$ cat config.mk
export PLATFORM = sky130hd
export DESIGN_NAME = piezo_sound_arbiter
export DESIGN_NICKNAME = d
export VERILOG_FILES = /design/src/rtl/piezo_sound_arbiter.sv
export SDC_FILE = /design/constraint.sdc
export NUM_CORES = 1
export LEC_CHECK = 0
export CAP_MARGIN = 10
export CORE_MARGIN = 1
export CORE_UTILIZATION = 31
export CTS_CLUSTER_SIZE = 12
export DETAILED_ROUTE_END_ITERATION = 8
export SETUP_SLACK_MARGIN = 0.4
export SYNTH_ARGS = -nofsm -noshare
export SYNTH_HDL_FRONTEND = slang
export SYNTH_SLANG_ARGS = --single-unit
$ cat constraint.sdc
create_clock -name clk -period 5.4 [get_ports clk]
set_clock_uncertainty 0.15 [all_clocks]
set_input_delay 0.54 -clock clk [delete_from_list [all_inputs] [get_ports clk]]
set_output_delay 0.54 -clock clk [all_outputs]
set_load 0.005 [all_outputs]
$ cat src/rtl/piezo_sound_arbiter.sv
// Fixed-priority arbiter for the shared PIEZO pin: picks one of five sound sources,
// runs its on/off pattern on the 1 ms tick and generates the square wave.

module piezo_blink_pattern #(
    parameter int ON_MS = 100
) (
    input  logic clk,
    input  logic rst,
    input  logic tick_ms,
    input  logic req,
    output logic off_phase
);

    logic        req_q;
    logic [15:0] ms_cnt;

    // A rising request restarts the on-phase; that cycle's tick is not counted.
    always_ff @(posedge clk) begin
        if (rst) begin
            req_q     <= 1'b0;
            ms_cnt    <= '0;
            off_phase <= 1'b0;
        end else begin
            req_q <= req;
            if (req && !req_q) begin
                ms_cnt    <= '0;
                off_phase <= 1'b0;
            end else if (req && tick_ms) begin
                if (ms_cnt == 16'(ON_MS - 1)) begin
                    ms_cnt    <= '0;
                    off_phase <= ~off_phase;
                end else begin
                    ms_cnt <= ms_cnt + 16'd1;
                end
            end
        end
    end

endmodule

module piezo_sound_arbiter #(
    parameter int HORN_HP       = 25000,
    parameter int ESS_HP        = 12500,
    parameter int REV_HP        = 31250,
    parameter int TURN_HP       = 50000,
    parameter int ESS_ON_MS     = 100,
    parameter int REV_ON_MS     = 500,
    parameter int CLICK_MS      = 20,
    parameter int ENG_HP_MAX    = 62500,
    parameter int ENG_HP_MIN    = 10000,
    parameter int ENG_RPM_SHIFT = 2
) (
    input  logic        clk,
    input  logic        rst,
    input  logic        tick_ms,
    input  logic        mute,
    input  logic        engine_on,
    input  logic [13:0] rpm,
    input  logic        req_horn,
    input  logic        req_ess,
    input  logic        req_reverse,
    input  logic        req_turn,
    output logic [4:0]  grant,
    output logic [15:0] tone_hp,
    output logic        piezo_out
);

    typedef enum logic [2:0] {
        SRC_NONE,
        SRC_HORN,
        SRC_ESS,
        SRC_REV,
        SRC_TURN,
        SRC_ENG
    } src_e;

    src_e        win;
    logic [4:0]  win_grant;
    logic [15:0] win_hp;
    logic        win_off;
    logic        gate;

    logic        ess_off;
    logic        rev_off;

    logic        turn_q;
    logic        turn_rise;
    logic        turn_start;
    logic        click_pending;
    logic        click_act;
    logic [15:0] click_cnt;

    logic [17:0] eng_shift;
    logic [17:0] eng_diff;
    logic [15:0] eng_hp;

    logic [15:0] tone_cnt;
    logic [15:0] cnt_nxt;
    logic        tone_ph;
    logic        ph_nxt;

    piezo_blink_pattern #(.ON_MS(ESS_ON_MS)) u_ess_pat (
        .clk       (clk),
        .rst       (rst),
        .tick_ms   (tick_ms),
        .req       (req_ess),
        .off_phase (ess_off)
    );

    piezo_blink_pattern #(.ON_MS(REV_ON_MS)) u_rev_pat (
        .clk       (clk),
        .rst       (rst),
        .tick_ms   (tick_ms),
        .req       (req_reverse),
        .off_phase (rev_off)
    );

    // Engine pitch rises with rpm; 18-bit math so an oversized rpm is caught as underflow.
    always_comb begin
        eng_shift = 18'(rpm) << ENG_RPM_SHIFT;
        eng_diff  = 18'(ENG_HP_MAX) - eng_shift;
        if (eng_shift > 18'(ENG_HP_MAX) || eng_diff < 18'(ENG_HP_MIN))
            eng_hp = 16'(ENG_HP_MIN);
        else
            eng_hp = eng_diff[15:0];
    end

    always_comb begin
        win = SRC_NONE;
        if (req_horn)
            win = SRC_HORN;
        else if (req_ess)
            win = SRC_ESS;
        else if (req_reverse)
            win = SRC_REV;
        else if (click_pending || click_act)
            win = SRC_TURN;
        else if (engine_on && rpm != 14'd0)
            win = SRC_ENG;
    end

    always_comb begin
        win_grant = 5'b00000;
        win_hp    = 16'd0;
        win_off   = 1'b0;
        case (win)
            SRC_HORN: begin win_grant = 5'b00001; win_hp = 16'(HORN_HP); end
            SRC_ESS:  begin win_grant = 5'b00010; win_hp = 16'(ESS_HP); win_off = ess_off; end
            SRC_REV:  begin win_grant = 5'b00100; win_hp = 16'(REV_HP); win_off = rev_off; end
            SRC_TURN: begin win_grant = 5'b01000; win_hp = 16'(TURN_HP); end
            SRC_ENG:  begin win_grant = 5'b10000; win_hp = eng_hp; end
            default:  begin win_grant = 5'b00000; win_hp = 16'd0; end
        endcase
    end

    assign gate       = (win != SRC_NONE) && !mute && !win_off;
    assign turn_rise  = req_turn && !turn_q;
    assign turn_start = (win == SRC_TURN) && !click_act;

    always_ff @(posedge clk) begin
        if (rst) begin
            turn_q        <= 1'b0;
            click_pending <= 1'b0;
            click_act     <= 1'b0;
            click_cnt     <= '0;
        end else begin
            turn_q <= req_turn;
            if (turn_rise)
                click_pending <= 1'b1;
            else if (turn_start)
                click_pending <= 1'b0;

            // Losing the grant mid-click drops the click for good.
            if (win != SRC_TURN) begin
                click_act <= 1'b0;
            end else if (turn_start) begin
                click_act <= 1'b1;
                click_cnt <= '0;
            end else if (tick_ms) begin
                if (click_cnt == 16'(CLICK_MS - 1))
                    click_act <= 1'b0;
                else
                    click_cnt <= click_cnt + 16'd1;
            end
        end
    end

    // A new owner starts from a clean phase; a mere pitch change keeps counting.
    always_comb begin
        cnt_nxt = tone_cnt + 16'd1;
        ph_nxt  = tone_ph;
        if (win_grant != grant || win_grant == 5'b00000) begin
            cnt_nxt = '0;
            ph_nxt  = 1'b0;
        end else if (tone_hp != 16'd0 && tone_cnt >= tone_hp - 16'd1) begin
            cnt_nxt = '0;
            ph_nxt  = ~tone_ph;
        end
    end

    always_ff @(posedge clk) begin
        if (rst) begin
            grant     <= '0;
            tone_hp   <= '0;
            tone_cnt  <= '0;
            tone_ph   <= 1'b0;
            piezo_out <= 1'b0;
        end else begin
            grant     <= win_grant;
            tone_hp   <= win_hp;
            tone_cnt  <= cnt_nxt;
            tone_ph   <= ph_nxt;
            piezo_out <= ph_nxt && gate;
        end
    end

endmodule

# Yosys cells after proc, flatten, opt, wreduce, memory -nomap -nowiden
# Index checks and enable logic that the tools add are counted.
# word_totals
register_bits	94
latchBits	0
ram_bits	0
input_bits	23
mem_count	0
rom_bits	0
# classes
div_mod_pow	0
addsub	6
n_shift	0
multipliers	0
n_mux	21
bitwise_logic	4
eq_ne	11
order_cmp	3
n_reduce_logical	35
# ops
cell	n
$mux W16	6
$pmux W16 S5	1
$add A16 B1 Y16 const B	4
$pmux W5 S5	1
$lt A18 B14 Y1 const B	1
$sub A16 B16 Y17 const A	1
$eq A16 B5 Y1 const B	1
$eq A16 B7 Y1 const B	1
$eq A16 B9 Y1 const B	1
$ge A16 B16 Y1	1
$gt A16 B16 Y1 const B	1
$reduce_bool A16 Y1	1
$sub A16 B1 Y16 const B	1
$mux W3	5
$reduce_bool A14 Y1	1
$logic_and A1 B1 Y1	11
$mux W1	7
$eq A3 B2 Y1 const B	2
$eq A3 B3 Y1 const B	2
$logic_not A1 Y1	6
$reduce_and A2 Y1	3
$reduce_bool A2 Y1	3
$reduce_or A2 Y1	3
$logic_not A5 Y1	1
10 further kinds	15

# Logic depth before layout (Yosys ltp)
# depth
ltp_word	13
mapped_depth	13

# Cells and area by module
# Synthesis repeated with hierarchy kept, for this count alone.
# hier_totals
hier_cells	609
area_unflattened_um2	5109.9
# modules_own_cells
module	instances	area_per_inst_um2	cells_per_inst
piezo_sound_arbiter	1	3403.3	412
piezo_blink_pattern (u_rev_pat)	1	857.1	102
piezo_blink_pattern (u_ess_pat)	1	849.6	95

# Worst setup path after synthesis
# Ideal clock, no wire load.
# synth_path
kind	reg2reg
from	reg tone_hp[5]
to	reg tone_cnt[10]
period_less_slack_ns	2.750
path_stages_with_launch	13
setup_ns	0.117
n_path_buf	1
arrival_time_ns	2.483
slack_ns	2.650
required_time_ns	5.133
path_cell_list	dfxtp_1 > nor4_1 > and3_1 > nand3_1 > xor2_1 > ha_1 > nand4_1 > a211oi_1 > nand3_1 > o211a_1 > o21bai_4 > buf_2 > nor2_1
# synth_between
elab_chain_len	4
elab_cells_between_ends	5
classes_between	add/sub: 1; order compare: 1; reduce/logical: 3
# synth_rtl
element	line_no	source
start, declared	64	output logic [15:0] tone_hp,
start signal, assigned	210	tone_hp <= win_hp;
$sub A16 B1 Y16	195	end else if (tone_hp != 16'd0 && tone_cnt >= tone_hp - 16'd1) begin
$ge A16 B16 Y1	195	
$logic_and A1 B1 Y1 *	195	
$reduce_or A3 Y1 (no source line) *	-	
end signal, assigned	211	tone_cnt <= cnt_nxt;
end, declared	97	logic [15:0] tone_cnt;
# Every way passes the cells marked *; elsewhere a longest branch is shown, timed or not.
# A chain may end at the register's enable or synchronous reset.

# Final worst setup path
# layout_path
from	reg tone_hp[5]
to	reg tone_cnt[13]
# Same word-level chain as after synthesis.

==> qor.yml <==
dieArea_um2: 16880
routed_wl_um: 11520
synth_area_um2: 5072
fmax_ghz: 0.3194
report.final.slew_viol_count: 0
port_buffers: 43
worst_pin_slew_ns: 0.7574
num_vias: 4278
outcome: "completed"
max_slew_margin: 0.4935
ir_drop_uv: 139.4
timing.reg2reg.setup_slack_ns: 2.27
drtIter0Drc: 210
nets: 682
drt-vias-per-instance: 4.992
async_flop_share: 0
period_minus_slack_ns: 3.130
layout-drive-gt1-share: 0.04368
synth_cell_types: 67
min_path_type: "reg2reg"
grt_pass1_wl_um: 19320
die_y_um: 129.9
grt_pass1_vias: 4088
start_util: 0.3182
dp_hpwl_um: 8850
avgSynthCellArea_um2: 8.356
hold_ws_ns: 0.3102
clk_latency_ns: 0.34
ys.flop_type: "dfxtp_1"
ys_seq_area_frac: 0.3631
max_cap_viol_count: 0
die_w_um: 129.9
grt-ovfl-total: 0
antenna_found_initial: 0
finalCritPeriodShare: 0.5797
ys.warnings.count: 0
yosysTopAreaCellShare: 0.3631
setup_violations: 0
drc_errors: 0
cts_tree: "yes"
place_congestion: 0.8686
wl_per_cell_um: 13.44
holdBufCountCts: 0
postRouteAntennaNets: 0
hold_viol: 0
synth-edff-count: 0
p_total_mw: 1.473
numCtsBuffers: 9
critPathArrivalTime_ns: 3.19
finish.utilization: 0.3700
cts.path.max_buffers: 2
coreArea_um2: 15940
ys_seq_elements: 92
cts-root-buf: "clkbuf_16"
layout_common_cells: "dfxtp_1 (92), nor2_1 (82), nand2_1 (45)"
num_antenna_cells: 0
grt_util_all_layers: 0.1445
crit_required_ns: 5.46
layout_commonest_cell: "dfxtp_1"
crit_type: "reg2reg"
htree_levels: 3
io_pins: 45
ctsResizeCount: 0
post_cts_buffers: 0
yosysTopAreaCell: "dfxtp_1"
syn2layout_area_growth_pct: 16.28
rows: 46
worst_setup_path_end_kind: "register"
rsz0062_at_grt: "false"
grt_max_degree: 21
total_leakage_power_nw: 2.127
path_clk_slew_ns: 0.06
synthesis.instances: 607
crit_fanout: 16
power.density_nw_per_um2: 249.7
totalNegativeSetupSlack_ns: 0
cts_sinks: 92
start_kind: "register"
dr.pass1.iters: 4
n_fill_cell: 1654
syn_nets: 652
synth.area.top_cells: "dfxtp_1 (36%), xor2_1 (7.4%), nor2_1 (6.1%), ha_1 (5.4%), xnor2_1 (5.2%)"
[cell usage after synthesis, drive strengths merged, types with 19 or more instances]
library cell,count
a21oi,24
o21ai,23
inv,22
nor3,21
nor2,82
and3,19
nand3,26
ha,22
xor2,43
dfxtp,92
nand2,45
xnor2,30
[flip-flops by register name (all words and copies together), names as in the netlist, 5 cells and up]
| register | count |
|---|---|
| u_ess_pat.ms_cnt | 16 |
| grant | 5 |
| click_cnt | 16 |
| tone_hp | 14 |
| u_rev_pat.ms_cnt | 16 |
| tone_cnt | 16 |
[routing by layer]
layer	share of wire	GRT usage	routed length [um]
met3	0.042	0.03362	482
met2	0.48	0.2513	5559
met1	0.45	0.1717	5226
met4	0.021	0.05677	247
met5	0	0	0
[worst paths after layout]
kind,startpoint,endpoint,cells past startpoint
max,tone_hp[5],tone_cnt[13],11
min,turn_q,click_pending,2
max reg2reg,tone_hp[5],tone_cnt[13],11
min reg2reg,turn_q,click_pending,2
[report_power, final]
part | switching, mW | leakage, nW | internal, mW | total (mW)
logic | 0.0915 | 1.24 | 0.0728 | 0.164
registers | 0.0137 | 0.746 | 0.690 | 0.703
clock network | 0.251 | 0.142 | 0.354 | 0.605
[area by class of cell]
| cell class | instances | area (um^2) | share of cell area |
|---|---|---|---|
| clock buffers | 10 | 229.0 | 0.03882 |
| clock inverters | 5 | 53.80 | 0.009122 |
| inverters | 23 | 86.33 | 0.01464 |
| multi-input cells | 468 | 2987 | 0.5064 |
| flip-flops and latches | 92 | 1842 | 0.3123 |
| well taps | 216 | 270.3 | 0.04582 |
| repair buffers | 43 | 430.4 | 0.07297 |
[metrics by stage]
stage | cells | area [um^2] | worst slack, ns
2_1_floorplan | 607 | 5072 | 2.650
6_report | 857 | 5898 | 2.270
3_5_place_dp | 842 | 5615 | 2.161
3_3_place_gp | 842 | 5615 | 2.187
4_1_cts | 857 | 5898 | 2.252
5_1_grt | 857 | 5898 | 1.999
[worst max-delay path, cell delays in order, from the launching register on]
cell	delay [ns]
dfxtp_1	0.37
nor4_1	0.43
and3_1	0.32
nand3_1	0.11
xor2_1	0.17
ha_1	0.31
nand4_1	0.13
a211oi_1	0.24
nand3_1	0.11
o211a_1	0.17
o21bai_4	0.36
nor2_1	0.10
[logic make-up (layout without fill, tap and decap cells)]
family / count (synthesis) / after routing / share of synthesized area
compound gates: 101 / 101 / 0.1349
buf+inv: 47 / 81 / 0.04810
fa+ha+maj: 22 / 22 / 0.05427
flops: 92 / 92 / 0.3631
xor+xnor: 73 / 73 / 0.1260
other cells: 1 / 1 / 0.0007393
mux: 1 / 1 / 0.001973
simple gates: 270 / 270 / 0.2708
No activity file was read; power rests on OpenSTA's default activity.
